File: src/rtl/planificador_ascensor_if.sv
// Request/door/motor bundle of the 4-floor elevator scheduler.
// slave: scheduler side (buttons, door status in; requests, state, motor out).
// master: environment side (drives buttons/doors, observes the scheduler).

interface planificador_ascensor_if;

    logic [9:0] botones;
    logic [1:0] puertas;
    logic       trabajando;
    logic [9:0] pisos;
    logic [3:0] estado;
    logic [1:0] motor;
    logic       fallo;

    modport master (
        output botones,
        output puertas,
        output trabajando,
        input  pisos,
        input  estado,
        input  motor,
        input  fallo
    );

    modport slave (
        input  botones,
        input  puertas,
        input  trabajando,
        output pisos,
        output estado,
        output motor,
        output fallo
    );

endinterface

File: src/rtl/planificador_ascensor.sv
// Sequential scheduler for a 4-floor elevator: latches hall/cabin requests,
// picks the travel direction, drives the hoist motor and trips on door faults.
//
// Ports:
//   clk   - system clock
//   reset - synchronous, active-high
//   bus   - slave modport of planificador_ascensor_if
//             botones[9:0]  request buttons (bit0 f1, 1/2 f2 dn/up,
//                           3/4 f3 dn/up, 5 f4, 6..9 cabin f1..f4)
//             puertas[1:0]  00 closed, 01 open, 10 closing, 11 opening
//             trabajando    door controller busy
//             pisos[9:0]    latched pending requests
//             estado[3:0]   {moving, dir up, floor[1:0]}
//             motor[1:0]    01 up, 10 down, 00 stop
//             fallo         door-interlock fault (sticky until reset)
//
// Optional feature: define ASCENSOR_RETORNO_EN to return to floor 1 after
// CICLOS_RETORNO idle cycles with no pending request.

module planificador_ascensor #(
    parameter int CICLOS_PISO    = 16,
    parameter int CICLOS_RETORNO = 1024
) (
    input  logic                   clk,
    input  logic                   reset,
    planificador_ascensor_if.slave bus
);

    localparam logic [1:0] REPOSO   = 2'd0;
    localparam logic [1:0] PUERTAS  = 2'd1;
    localparam logic [1:0] MOVIENDO = 2'd2;
    localparam logic [1:0] FALLA    = 2'd3;

    localparam int CW = $clog2(CICLOS_PISO);

    if (CICLOS_PISO < 2 || CICLOS_RETORNO < 1) begin : g_param_invalido
        $error("planificador_ascensor: invalid CICLOS_PISO/CICLOS_RETORNO");
    end

    // Request bits that a stop at floor f travelling in direction d serves.
    function automatic logic [9:0] mask_servir(
        input logic [1:0] f,
        input logic       d
    );
        logic [9:0] m;
        m = '0;
        unique case (f)
            2'd0:    m = 10'b0001000001;
            2'd1:    m = d ? 10'b0010000100 : 10'b0010000010;
            2'd2:    m = d ? 10'b0100010000 : 10'b0100001000;
            default: m = 10'b1000100000;
        endcase
        return m;
    endfunction

    // Every request bit that belongs to floor f.
    function automatic logic [9:0] mask_piso(input logic [1:0] f);
        logic [9:0] m;
        m = '0;
        unique case (f)
            2'd0:    m = 10'b0001000001;
            2'd1:    m = 10'b0010000110;
            2'd2:    m = 10'b0100011000;
            default: m = 10'b1000100000;
        endcase
        return m;
    endfunction

    // Request bits of all floors strictly above f.
    function automatic logic [9:0] mask_arriba(input logic [1:0] f);
        logic [9:0] m;
        m = '0;
        unique case (f)
            2'd0:    m = 10'b1110111110;
            2'd1:    m = 10'b1100111000;
            2'd2:    m = 10'b1000100000;
            default: m = 10'b0000000000;
        endcase
        return m;
    endfunction

    // Request bits of all floors strictly below f.
    function automatic logic [9:0] mask_abajo(input logic [1:0] f);
        logic [9:0] m;
        m = '0;
        unique case (f)
            2'd0:    m = 10'b0000000000;
            2'd1:    m = 10'b0001000001;
            2'd2:    m = 10'b0011000111;
            default: m = 10'b0111011111;
        endcase
        return m;
    endfunction

    logic [1:0]    fsm_q, fsm_d;
    logic [1:0]    piso_q, piso_d;
    logic          dir_q, dir_d;
    logic          mov_q, mov_d;
    logic [1:0]    motor_q, motor_d;
    logic          fallo_q, fallo_d;
    logic [9:0]    pisos_q, pisos_d;
    logic [CW-1:0] cnt_q, cnt_d;
    logic          res_q, res_d;

    logic [9:0] servir;
    logic [9:0] retorno;
    logic       aqui;
    logic       arriba;
    logic       abajo;
    logic       contraria;
    logic [1:0] piso_nx;
    logic       dir_nx;
    logic       para;
    logic       arrancar;
    logic       sube;

`ifdef ASCENSOR_RETORNO_EN
    localparam int RW = $clog2(CICLOS_RETORNO + 1);

    logic [RW-1:0] ocio_q, ocio_d;

    // Counts idle cycles parked away from floor 1 with nothing to do;
    // on expiry it injects a cabin call for floor 1.
    always_comb begin
        ocio_d  = '0;
        retorno = '0;
        if (fsm_q == REPOSO && pisos_q == '0 && piso_q != 2'd0) begin
            if (ocio_q == RW'(CICLOS_RETORNO - 1)) begin
                retorno[6] = 1'b1;
            end else begin
                ocio_d = ocio_q + 1'b1;
            end
        end
    end

    always_ff @(posedge clk) begin
        if (reset) begin
            ocio_q <= '0;
        end else begin
            ocio_q <= ocio_d;
        end
    end
`else
    assign retorno = '0;
`endif

    // Request latch; a clear beats a simultaneous press of the same bit.
    always_comb begin
        servir = '0;
        if (fsm_q == PUERTAS && bus.puertas == 2'b01) begin
            servir = mask_servir(piso_q, dir_q);
        end
        if (fsm_q == FALLA) begin
            pisos_d = pisos_q;
        end else begin
            pisos_d = (pisos_q | bus.botones | retorno) & ~servir;
        end
    end

    assign aqui      = |(pisos_q & mask_servir(piso_q, dir_q));
    assign arriba    = |(pisos_q & mask_arriba(piso_q));
    assign abajo     = |(pisos_q & mask_abajo(piso_q));
    assign contraria = |(pisos_q & mask_piso(piso_q)
                         & ~mask_servir(piso_q, dir_q));

    // Floor reached at the end of the current hop, saturated to 0..3.
    always_comb begin
        if (dir_q) begin
            piso_nx = (piso_q == 2'd3) ? 2'd3 : piso_q + 2'd1;
        end else begin
            piso_nx = (piso_q == 2'd0) ? 2'd0 : piso_q - 2'd1;
        end
        if (piso_nx == 2'd0) begin
            dir_nx = 1'b1;
        end else if (piso_nx == 2'd3) begin
            dir_nx = 1'b0;
        end else begin
            dir_nx = dir_q;
        end
    end

    // Stop on arrival if this floor is served or nothing lies further on.
    assign para = (|(pisos_q & mask_servir(piso_nx, dir_nx)))
                | ~(dir_nx ? |(pisos_q & mask_arriba(piso_nx))
                           : |(pisos_q & mask_abajo(piso_nx)));

    always_comb begin
        fsm_d    = fsm_q;
        piso_d   = piso_q;
        dir_d    = dir_q;
        mov_d    = mov_q;
        motor_d  = motor_q;
        fallo_d  = fallo_q;
        cnt_d    = cnt_q;
        res_d    = res_q;
        arrancar = 1'b0;
        sube     = dir_q;

        unique case (fsm_q)
            REPOSO: begin
                if (aqui) begin
                    fsm_d = PUERTAS;
                    res_d = 1'b0;
                end else begin
                    if (dir_q && arriba) begin
                        arrancar = 1'b1;
                        sube     = 1'b1;
                    end else if (abajo) begin
                        arrancar = 1'b1;
                        sube     = 1'b0;
                    end else if (arriba) begin
                        arrancar = 1'b1;
                        sube     = 1'b1;
                    end else if (contraria) begin
                        // Only the opposite hall call waits here: turn
                        // around and serve it on the next decision.
                        sube = ~dir_q;
                    end
                    dir_d = sube;
                    if (arrancar && bus.puertas == 2'b00) begin
                        fsm_d   = MOVIENDO;
                        cnt_d   = CW'(CICLOS_PISO - 1);
                        mov_d   = 1'b1;
                        motor_d = sube ? 2'b01 : 2'b10;
                    end
                end
            end

            PUERTAS: begin
                // Hold at least two cycles; the door controller owns timing.
                if (!res_q) begin
                    res_d = 1'b1;
                end else if (!bus.trabajando && bus.puertas == 2'b00) begin
                    fsm_d = REPOSO;
                end
            end

            MOVIENDO: begin
                if (bus.puertas != 2'b00) begin
                    fsm_d   = FALLA;
                    mov_d   = 1'b0;
                    motor_d = 2'b00;
                    fallo_d = 1'b1;
                end else if (cnt_q != '0) begin
                    cnt_d = cnt_q - 1'b1;
                end else begin
                    piso_d = piso_nx;
                    dir_d  = dir_nx;
                    if (para) begin
                        fsm_d   = REPOSO;
                        mov_d   = 1'b0;
                        motor_d = 2'b00;
                    end else begin
                        cnt_d   = CW'(CICLOS_PISO - 1);
                        motor_d = dir_nx ? 2'b01 : 2'b10;
                    end
                end
            end

            default: begin
                // FALLA is sticky; only reset leaves it.
            end
        endcase
    end

    always_ff @(posedge clk) begin
        if (reset) begin
            fsm_q   <= REPOSO;
            piso_q  <= 2'd0;
            dir_q   <= 1'b1;
            mov_q   <= 1'b0;
            motor_q <= 2'b00;
            fallo_q <= 1'b0;
            pisos_q <= '0;
            cnt_q   <= '0;
            res_q   <= 1'b0;
        end else begin
            fsm_q   <= fsm_d;
            piso_q  <= piso_d;
            dir_q   <= dir_d;
            mov_q   <= mov_d;
            motor_q <= motor_d;
            fallo_q <= fallo_d;
            pisos_q <= pisos_d;
            cnt_q   <= cnt_d;
            res_q   <= res_d;
        end
    end

    assign bus.pisos  = pisos_q;
    assign bus.estado = {mov_q, dir_q, piso_q};
    assign bus.motor  = motor_q;
    assign bus.fallo  = fallo_q;

endmodule

File: src/flat_wrapper.sv
// flat-port wrapper written by rule: the top's interface ports become plain ports
module planificador_ascensor_flat 
#(
    parameter int CICLOS_PISO    = 16,
    parameter int CICLOS_RETORNO = 1024
)
  (clk, reset, bus_botones, bus_puertas, bus_trabajando, bus_pisos, bus_estado, bus_motor, bus_fallo);
  planificador_ascensor_if bus_i ();
  input  logic clk;
  input  logic reset;
  input wire logic [$bits(bus_i.botones)-1:0] bus_botones;
  input wire logic [$bits(bus_i.puertas)-1:0] bus_puertas;
  input wire logic [$bits(bus_i.trabajando)-1:0] bus_trabajando;
  output wire logic [$bits(bus_i.pisos)-1:0] bus_pisos;
  output wire logic [$bits(bus_i.estado)-1:0] bus_estado;
  output wire logic [$bits(bus_i.motor)-1:0] bus_motor;
  output wire logic [$bits(bus_i.fallo)-1:0] bus_fallo;
  assign bus_i.botones = bus_botones;
  assign bus_i.puertas = bus_puertas;
  assign bus_i.trabajando = bus_trabajando;
  assign bus_pisos = bus_i.pisos;
  assign bus_estado = bus_i.estado;
  assign bus_motor = bus_i.motor;
  assign bus_fallo = bus_i.fallo;
  planificador_ascensor #(.CICLOS_PISO(CICLOS_PISO), .CICLOS_RETORNO(CICLOS_RETORNO)) u_core (.clk(clk), .reset(reset), .bus(bus_i));
endmodule
File: config.mk
export PLATFORM = sky130hd
export DESIGN_NAME = planificador_ascensor_flat
export DESIGN_NICKNAME = d
export VERILOG_FILES = /design/src/rtl/planificador_ascensor_if.sv /design/src/rtl/planificador_ascensor.sv /design/src/flat_wrapper.sv
export SDC_FILE = /design/constraint.sdc
export NUM_CORES = 1
export LEC_CHECK = 0
export BUFFER_PORTS_ARGS = -buffer_cell sky130_fd_sc_hd__buf_2
export CORE_ASPECT_RATIO = 1.2
export CORE_MARGIN = 5
export CORE_UTILIZATION = 48
export DETAILED_ROUTE_END_ITERATION = 6
export PLACE_DENSITY = 0.71
export SLEW_MARGIN = 0
export SYNTH_ARGS = -nofsm -noshare
export SYNTH_HDL_FRONTEND = slang
export SYNTH_SLANG_ARGS = --single-unit
File: constraint.sdc
create_clock -name clk -period 3 [get_ports clk]
set_input_delay 0.3 -clock clk [delete_from_list [all_inputs] [get_ports clk]]
set_output_delay 0.3 -clock clk [all_outputs]
set_load 0.03 [all_outputs]
## After elaboration in Yosys (flattened, before gate mapping)

Index checks and enable logic that the tools add are counted.

| word-level totals | value |
|---|---|
| flip-flop bits (word level) | 24 |
| logic and storage cells | 142 |
| input port bits | 15 |
| output and inout port bits | 17 |

| cells by class | value |
|---|---|
| mux-type cells | 63 |
| reductions and logical operators | 29 |
| bitwise logic cells | 17 |
| add/subtract/negate cells | 3 |
| equality and inequality tests | 21 |

Operators by type and width:

| cell | count |
|---|---|
| 10-bit one-hot mux with 3 select lines | 5 |
| 10-bit bitwise AND | 7 |
| 10-bit OR reduction | 7 |
| 9-bit one-hot mux with 3 select lines | 2 |
| 2-bit two-way mux | 17 |
| 1-bit two-way mux | 23 |
| 10-bit by 9-bit bitwise AND with 10-bit output | 2 |
| 4-bit two-way mux | 5 |
| 10-bit NOT | 2 |
| 2-bit == test (second input constant) | 6 |
| 10-bit two-way mux | 1 |
| 5-bit two-way mux | 2 |
| 10-bit OR | 1 |
| 5-bit AND reduction | 2 |
| 2-bit by 1-bit == test with 1-bit output (second input constant) | 4 |
| 2-bit zero test | 4 |
| 2-bit != test (second input constant) | 4 |
| 4-bit one-hot mux with 2 select lines | 1 |
| 4-bit AND reduction | 2 |
| 3-bit two-way mux | 2 |
| 2-bit by 1-bit != test with 1-bit output (second input constant) | 3 |
| 3-bit by 1-bit != test with 1-bit output (second input constant) | 2 |
| 1-bit one-hot mux with 2 select lines | 3 |
| 2-bit one-hot mux with 3 select lines | 1 |
| other kinds (16) | 25 |

## Longest topological paths before layout

Gate-level depths: netlist (run 1).

| depth | value |
|---|---|
| depth after elaboration | 15 |
| depth in mapped cells | 9 |

## Least setup slack after synthesis (run 1)

No wires, ideal clock.

| timing | value |
|---|---|
| kind | flip-flop to flip-flop |
| start point | reg u_core.piso_q[1] |
| end point | reg u_core.cnt_q[1] |
| cell stages (with the launch flop) | 9 |
| setup time | 0.121 ns |
| arrival | 2.024 ns |
| path slack | 0.854 ns |
| cells stage by stage | dfxtp_1 -> buf_2 -> buf_2 -> nor2_1 -> nand4_1 -> nand4_1 -> o31ai_4 -> nand2b_2 -> mux2_4 |

| on the way | value |
|---|---|
| word-level cells in the longest chain between the ends | 13 |
| elaborated cells on any way between the ends | 49 |
| classes of those cells | add/sub: 2; eq/ne: 9; mux: 19; bitwise: 8; reduce/logical: 11 |

Ends and longest elaborated chain:

| item | RTL line | text |
|---|---|---|
| start: declaration | planificador_ascensor.sv:96 | `logic [1:0] piso_q, piso_d;` |
| start signal: assignment | planificador_ascensor.sv:279 | `piso_q <= piso_d;` |
| 2-bit by 1-bit subtractor with 2-bit output, or another cell as far along | planificador_ascensor.sv:171 | `piso_nx = (piso_q == 2'd0) ? 2'd0 : piso_q - 2'd1;` |
| 2-bit two-way mux, on equally long branches | planificador_ascensor.sv:171, planificador_ascensor.sv:169 |  |
| 2-bit two-way mux | planificador_ascensor.sv:168 | `if (dir_q) begin` |
| 2-bit == test | planificador_ascensor.sv:175 | `end else if (piso_nx == 2'd3) begin` |
| 1-bit two-way mux | planificador_ascensor.sv:175 |  |
| 1-bit two-way mux | planificador_ascensor.sv:173 | `if (piso_nx == 2'd0) begin` |
| 3-bit two-way mux or 5-bit two-way mux (tied branches) | planificador_ascensor.sv:49, planificador_ascensor.sv:50 |  |
| 10-bit one-hot mux with 3 select lines | planificador_ascensor.sv:47 | `unique case (f)` |
| 10-bit bitwise AND | planificador_ascensor.sv:183 | `assign para = (\|(pisos_q & mask_servir(piso_nx, dir_nx)))` |
| 10-bit OR reduction | planificador_ascensor.sv:183 |  |
| 1-bit OR | planificador_ascensor.sv:184 | `\| ~(dir_nx ? \|(pisos_q & mask_arriba(piso_nx))` |
| 3-bit != test (no line) | - |  |
| 5-bit AND reduction (no line) (*) | - |  |
| end signal: assignment | planificador_ascensor.sv:285 | `cnt_q <= cnt_d;` |
| end: declaration | planificador_ascensor.sv:102 | `logic [CW-1:0] cnt_q, cnt_d;` |

Mark *: on every way between the ends. The rest lies on a longest branch, timed or not. The select of a mux whose other input is x is not followed.
A chain may end at the register's enable or synchronous reset.

## Worst setup path after layout (run 1)

| timing | value |
|---|---|
| start point | reg u_core.piso_q[1] |
| end point | reg u_core.fsm_q[1] |

| on the way | value |
|---|---|
| word-level cells in the longest chain between the ends | 13 |
| elaborated cells on any way between the ends | 50 |
| classes of those cells | add/sub: 2; eq/ne: 8; mux: 21; bitwise: 8; reduce/logical: 11 |

Ends and longest elaborated chain:

| item | RTL line | text |
|---|---|---|
| 2-bit by 1-bit subtractor with 2-bit output, or another cell as far along | planificador_ascensor.sv:171 |  |
| 2-bit two-way mux, on equally long branches | planificador_ascensor.sv:171, planificador_ascensor.sv:169 |  |
| 2-bit two-way mux | planificador_ascensor.sv:168 |  |
| 2-bit == test | planificador_ascensor.sv:175 |  |
| 1-bit two-way mux | planificador_ascensor.sv:175 |  |
| 1-bit two-way mux | planificador_ascensor.sv:173 |  |
| 3-bit two-way mux or 5-bit two-way mux (tied branches) | planificador_ascensor.sv:49, planificador_ascensor.sv:50 |  |
| 10-bit one-hot mux with 3 select lines | planificador_ascensor.sv:47 |  |
| 10-bit bitwise AND | planificador_ascensor.sv:183 |  |
| 10-bit OR reduction | planificador_ascensor.sv:183 |  |
| 1-bit OR | planificador_ascensor.sv:184 |  |
| 3-bit by 1-bit != test with 1-bit output (no line) | - |  |
| 6-bit AND reduction (no line) | - |  |
| end signal: assignment | planificador_ascensor.sv:278 | `fsm_q <= fsm_d;` |
| end: declaration | planificador_ascensor.sv:95 | `logic [1:0] fsm_q, fsm_d;` |

Several ways; a longest one is shown, not always the timed one. The select of a mux whose other input is x is not followed.

==> reports/qor.txt, run 1 <==
# diodes: 0
Worst Hold Path Cells: 3
Die width: 63.0 um
Pleak: 0.777 nW
Share of layout cells above drive strength 1: 21.2%
Clk buf depth: 2
Via Count: 1608
Sink Count: 24
Critical Path AT: 2450 ps
Initial DRC count: 95
Largest cells by area after synthesis: dfxtp_1 (30%), a21oi_1 (7.7%), ha_1 (4.6%)
All-Layer GR Usage: 16.7%
Post-Place Setup Slack: 762 ps
Area share of the largest cell type after synthesis: 29.7%
FP Rows: 23
Final ANT Viol Nets: 0
Fill count: 306
Clock root buffer master: clkbuf_8
Largest net degree at the start of global routing: 23
Die Ht: 73.6 um
CP Capture Type: flip-flop
Total routed wirelength: 3.87 mm
Area Overhead vs Synth: 13.3%
GRT overflow: 0
Post-synth EDFFs: 0
Fin area: 1830 um^2
Synth area leader: dfxtp_1
Hold Vio Cnt, Final: 0
Global-route wire length before repair: 6.50 mm
Status: completed
Core Box Area: 3310 um^2
Post-DR vias/cell: 6.11
Worst-Skew Late Latency: 260 ps
Seq/Total Area, Yosys: 29.7%
Vias in the first global route: 1469
Setup bufs post-CTS: 0
Final min period: 2280 ps
Final Cycle Share: 76.1%
Setup TNS: 0 ps
Synth Flop Type: dfxtp_1
Asr flop ratio synth: 0%
Post-Syn Nets: 221
Post-CTS Hold Buffers: 0
Clock Skews: 5.05 ps
Routability cong.: 0.878
P per Cell Area: 760 nW/um^2
Final HPWL DP: 2.95 mm
Clock transition at path regs: 90 ps
Starting Density: 48.8%
Post-layout util: 55.3%
Mapped Area: 1620 um^2
Hold Crit Class: input port to flip-flop
Synth unique cells: 55
Worst r2r path cells: 7
Max_cap viols: 0
Worst-Margin Slew: 814 ps
Initial antenna violation count: 0
Drt drc: 0
Post-DP Area: 1780 um^2
Area of the multi-input gates: 1030 um^2
Slew Viols, Final: 0
H-tree Lvls: 1
Layout net count: 248
Final setup margin: 717 ps
Setup CP Type: flip-flop to flip-flop
CTS buffer count: 3
Synth cell count leaders: a21oi_1 (25), dfxtp_1 (24), nand2_1 (17)
Mapped Cells: 200
Peak supply drop: 569 uV
RSZ-0062 raised after global routing: no
PortBufs: 31
Worst-path maximum fanout: 14
Post_cts resized: 0
Crit path launch type: flip-flop
# setup viols final: 0
TritonCTS clock tree: built
Total die area: 4630 um^2
Avg Cell Area, Syn: 8.08 um^2
Req. time, crit path: 3170 ps
Warnings from Yosys: 0
Total power: 1.39 mW
Register area: 480 um^2
Avg WL per Cell: 14.7 um
Seq cells post-synth: 24
Num ports: 32
DR pass1 iterations: 5
Count leader, synth: a21oi_1
Fmax: 438 MHz
Slew headroom: 45.0%
critical path, cell delays in order, from the launching register on:
cell and delay (ps):
dfxtp_1 460, buf_4 240, nor3_1 100, o2111ai_1 250, nand4_1 340, a31oi_1 380, nand2_1 120, a221oi_1 300
metal layers:
| layer | part of all wire, % | wire length, um | global-route usage, % | vias up |
|---|---|---|---|---|
| li1 | - | - | - | 804 |
| met1 | 45 | 1730 | 20.7 | 752 |
| met2 | 49 | 1900 | 29.8 | 46 |
| met3 | 5.4 | 209 | 2.91 | 6 |
| met4 | 0.75 | 29 | 4.72 | 0 |
| met5 | 0 | 0 | 0 | - |
sequential cells by signal, summed over array words and instances, names as in the netlist:
name	cells
u_core.res_q	1
u_core.fsm_q	2
u_core.bus.pisos	10
u_core.bus.motor	2
u_core.bus.fallo	1
u_core.mov_q	1
u_core.cnt_q	4
u_core.piso_q	2
u_core.dir_q	1
layout by cell type, fill, tap and decap left out, drive strengths merged, types with 3 or more instances in the layout:
| master | Yosys | layout |
|---|---|---|
| buf | 6 | 34 |
| a21oi | 25 | 25 |
| dfxtp | 24 | 24 |
| nand2 | 17 | 17 |
| nor2 | 16 | 16 |
| inv | 10 | 10 |
| nor3 | 9 | 9 |
| nor2b | 6 | 6 |
| a211oi | 6 | 6 |
| ha | 6 | 6 |
| o21ai | 6 | 6 |
| nand4 | 4 | 4 |
| clkbuf | 6 | 4 |
| o2111ai | 3 | 3 |
| o211a | 3 | 3 |
| a31oi | 3 | 3 |
| nand3 | 3 | 3 |
| mux2 | 3 | 3 |
cell families after synthesis:
family	synth area share (%)
AOI/OAI and AO/OA	31.8
adders and majority gates	4.64
buffers and inverters	6.50
DFF	29.7
muxes	3.79
and+or+nand+nor	23.5
path summary, 6_finish.rpt:
path	startpoint	to	slack (ps)
worst min-delay path	bus_botones[0]	u_core.bus.pisos[0]$_SDFFE_PP0P_	290
worst max-delay path	u_core.piso_q[1]$_SDFFE_PP0P_	u_core.fsm_q[1]$_SDFFE_PP0P_	720
worst max register to register	u_core.piso_q[1]$_SDFFE_PP0P_	u_core.fsm_q[1]$_SDFFE_PP0P_	720
worst min register to register	u_core.bus.fallo$_SDFFE_PP0P_	u_core.bus.fallo$_SDFFE_PP0P_	480
where the power goes:
| group | internal, mW | total, mW | switching (mW) | leakage (nW) |
|---|---|---|---|---|
| clock | 0.117 | 0.219 | 0.102 | 0.0288 |
| sequential | 0.384 | 0.444 | 0.0608 | 0.198 |
| combinational | 0.287 | 0.729 | 0.443 | 0.550 |
cell type report:
type                    count  area share (%)
well taps                  37            2.53
inverters                  11            2.25
repair buffers             34            9.70
multi-input cells         153            56.3
flip-flops and latches     24            26.2
clock buffers               4            3.01
through the flow:
step,hold WS [ps],std cells
4_1_cts,286,263
3_5_place_dp,459,259
2_1_floorplan,437,200
5_1_grt,312,263
6_report,289,263
3_3_place_gp,457,259
(Power assumes the default switching activity.)
==> inputs of run 2 (changes only) <==
--- a/config.mk
+++ b/config.mk
@@ -5,6 +5,7 @@
 export SDC_FILE = /design/constraint.sdc
 export NUM_CORES = 1
 export LEC_CHECK = 0
+export ABC_AREA = 1
 export BUFFER_PORTS_ARGS = -buffer_cell sky130_fd_sc_hd__buf_2
 export CORE_ASPECT_RATIO = 1.2
 export CORE_MARGIN = 5
==> constraint.sdc (replaced) <==
create_clock -name clk -period 2.15 [get_ports clk]
set_input_delay 0.215 -clock clk [delete_from_list [all_inputs] [get_ports clk]]
set_output_delay 0.215 -clock clk [all_outputs]
set_load 0.03 [all_outputs]
==> run 2 against run 1 <==
Non-clock buffer count is 1 higher. Critical path depth grew 3. Clock-buffer cell count unchanged. Register-to-register slack lost 460 ps. Clock power rose by 46%. Combinational power up 60%. Power up 54%. Setup slack got worse by 460 ps. Critical path type unchanged. Critical endpoint is now u_core.cnt_q[3]$_SDFFE_PP0P_. Largest cell class unchanged. Highest routed layer unchanged.
==> reports/qor.txt, run 2 <==
Clock transition at path regs: 90 ps (about the same)
Asr flop ratio synth: 0% (unchanged)
Met2 GRT Util: 30.2% (+0.40 points)
HP Start: bus_botones[6]
Synth cell count leaders: nand2_1 (65), nor2_1 (41), inv_1 (29)
Setup bufs post-CTS: 0 (unchanged)
H-tree Lvls: 1 (unchanged)
Origin of the critical flop-to-flop path: u_core.fsm_q[0]$_SDFFE_PP0P_
Post-Synth XOR/XNOR Area: 0.514% (+0.51 points)
Final Cycle Share: 87.9% (+12 points)
Critical path's largest stage delay: 420 ps (-40 ps)
Max FFs per register: 10 (unchanged)
Grt met1 use: 25.5% (+4.8 points)
Most used routing layer: met2
Req. time, crit path: 2320 ps (-850 ps)
Sink Count: 24 (unchanged)
Count leader, synth: nand2_1
Status: completed
Area share of the largest cell type after synthesis: 28.2% (-1.5 points)
Post-layout util: 57.2% (+1.8 points)
All-Layer GR Usage: 18.6% (+1.9 points)
Clock root buffer master: clkbuf_8
DR pass1 iterations: 5 (unchanged)
Largest net degree at the start of global routing: 14 (-39%)
Synth Area in Compound Gates: 15.3% (-16 points)
Dpl cells: 340 (+31%)
Post-DR vias/cell: 5.22 (-15%)
CP Capture Type: flip-flop
Peak supply drop: 538 uV (-5.4%)
Setup TNS: 0 ps (unchanged)
Max_cap viols: 0 (unchanged)
Routability cong.: 0.935 (+6.5%)
Initial DRC count: 86 (-9.5%)
Met3 GRT Util: 2.84% (-0.069 points)
Largest cells by area after synthesis: dfxtp_1 (28%), nand2_1 (14%), nor2_1 (9.0%)
CP cell instances: inv_1, ha_1, inv_2, nor2_1, inv_1, o21ai_0, nor2_2, nand2_2, nor2_1, nor2_2
Synth Flop Type: dfxtp_1
Via Count: 1797 (+12%)
Post-Syn Nets: 297 (+34%)
Hold Crit Class: input port to flip-flop
Seq cells post-synth: 24 (unchanged)
Post-synthesis simple-gate area fraction: 40.7% (+17 points)
Starting Density: 50.2% (+1.3 points)
Num ports: 32 (unchanged)
Mapped Cells: 276 (+38%)
Total power: 2.14 mW (+54%)
Worst-Margin Slew: 417 ps (-397 ps)
Sequential Power Share: 30.7% (-1.2 points)
Clock group share of total power: 14.9% (-0.8 points)
Total die area: 4850 um^2 (+4.6%)
Pleak: 1.02 nW (+31%)
Layout net count: 329 (+33%)
Global-route wire length before repair: 7.19 mm (+11%)
Core Box Area: 3400 um^2 (+2.6%)
Drt drc: 0 (unchanged)
Slew Viols, Final: 0 (unchanged)
FP Rows: 23 (unchanged)
TritonCTS clock tree: built
Post_cts resized: 0 (unchanged)
Final min period: 1890 ps (-392 ps)
P per Cell Area: 1100 nW/um^2 (+45%)
Critical Path AT: 2060 ps (-390 ps)
Main combinational cell family by area after synthesis: simple AND/OR/NAND/NOR gates
Warnings from Yosys: 0 (unchanged)
Vias in the first global route: 1639 (+12%)
Area Overhead vs Synth: 13.9%
Avg Cell Area, Syn: 6.17 um^2 (-24%)
Logic pwr share: 54.5% (+2.1 points)
CP Launch Point: u_core.fsm_q[0]$_SDFFE_PP0P_
CTS buffer count: 3 (unchanged)
Die Ht: 75.3 um (+2.3%)
Synth area leader: dfxtp_1
Seq/Total Area, Yosys: 28.2% (-1.5 points)
Worst-Skew Late Latency: 270 ps (about the same)
Clock Skews: 2.48 ps (-2.57 ps)
Post-DP Area: 1890 um^2 (+6.2%)
Fin area: 1940 um^2 (+6.0%)
PortBufs: 31 (unchanged)
Most frequent cells in the layout: nand2_1 (65), nor2_1 (41), buf_2 (31), inv_1 (29), a21oi_1 (25)
Hold Vio Cnt, Final: 0 (unchanged)
Avg WL per Cell: 12.1 um (-18%)
Post-CTS Hold Buffers: 0 (unchanged)
Psw: 1.02 mW (+69%)
# diodes: 0 (unchanged)
Net Sw Frac: 47.6% (+4.1 points)
# setup viols final: 0 (unchanged)
Slew headroom: 72.1% (+27 points)
Fin cells: 344 (+31%)
Post-synthesis mux area share: 0% (-3.8 points)
Internal power: 1.12 mW (+43%)
Post-synth EDFFs: 0 (unchanged)
Synth unique cells: 29 (-47%)
Adder-cell share of the synthesized area: 4.41% (-0.24 points)
Final ANT Viol Nets: 0 (unchanged)
RSZ-0062 raised after global routing: no
Crit-path slowest cell: dfxtp_1
Clk buf depth: 2 (unchanged)
Crit path launch type: flip-flop
Setup CP Type: flip-flop to flip-flop
Initial antenna violation count: 0 (unchanged)
Mapped Area: 1700 um^2 (+5.4%)
Final HPWL DP: 3.33 mm (+13%)
Share of layout cells above drive strength 1: 21.8% (+0.59 points)
Die width: 64.4 um (+2.2%)
GRT overflow: 0 (unchanged)
Total routed wirelength: 4.18 mm (+7.8%)
Worst-path maximum fanout: 9 (-5)
Commonest non-fill, non-tap cell in the layout: nand2_1
Fmax: 529 MHz (+21%)
[run 2: through the flow]
stage | setup slack (ps) | hold slack [ps]
finish | 259 | 185
global placement | 303 | 448
detailed placement | 287 | 450
CTS | 271 | 184
floorplan | 361 | 375
global route | 63.8 | 184
[run 2: path summary, 6_finish.rpt]
kind / endpoint / slack (ps) / depth (start not counted)
setup reg to reg: u_core.cnt_q[3]$_SDFFE_PP0P_ / 260 / 10
setup / recovery: u_core.cnt_q[3]$_SDFFE_PP0P_ / 260 / 10
hold / removal: u_core.bus.pisos[6]$_SDFFE_PP0P_ / 180 / 3
hold reg to reg: u_core.mov_q$_SDFFE_PP0P_ / 460 / 2
[run 2: power groups by stage]
stage          Clock [mW]  Sequential [mW]  Combinational (mW)
2_1_floorplan           0            0.714               0.877
3_3_place_gp            0            0.667                1.15
3_5_place_dp            0            0.668                1.16
4_1_cts             0.327            0.657                1.17
5_1_grt             0.345            0.675                1.34
6_report            0.319            0.657                1.17
[run 2: metal layers]
metal | wire length [um] | vias up
met1 | 2000 | 790
met3 | 218 | 8
met4 | 65 | 0
li1 | - | 943
met5 | 0 | -
met2 | 1890 | 56
[run 2: logic make-up after synthesis]
family	after synthesis
XOR/XNOR	1
flip-flops	24
adder cells (fa/ha/maj)	6
AO/OA/AOI/OAI	47
buffers and inverters	44
AND/OR/NAND/NOR	154
[run 2: critical path, delay by kind of cell (launching register included)]
| kind | cells | cell delay (ps) |
|---|---|---|
| simple gates | 5 | 650 |
| flops | 1 | 420 |
| buf+inv | 3 | 320 |
| fa+ha+maj | 1 | 280 |
| compound gates | 1 | 120 |
[run 2: final cells by class]
| class | count | area, um^2 |
|---|---|---|
| multi-input cells | 208 | 1040 |
| fillers | 363 | 1450 |
| well taps | 37 | 46.3 |
| flip-flops and latches | 24 | 480 |
| repair buffers | 35 | 185 |
| inverters | 36 | 135 |
| clock buffers | 4 | 55.1 |
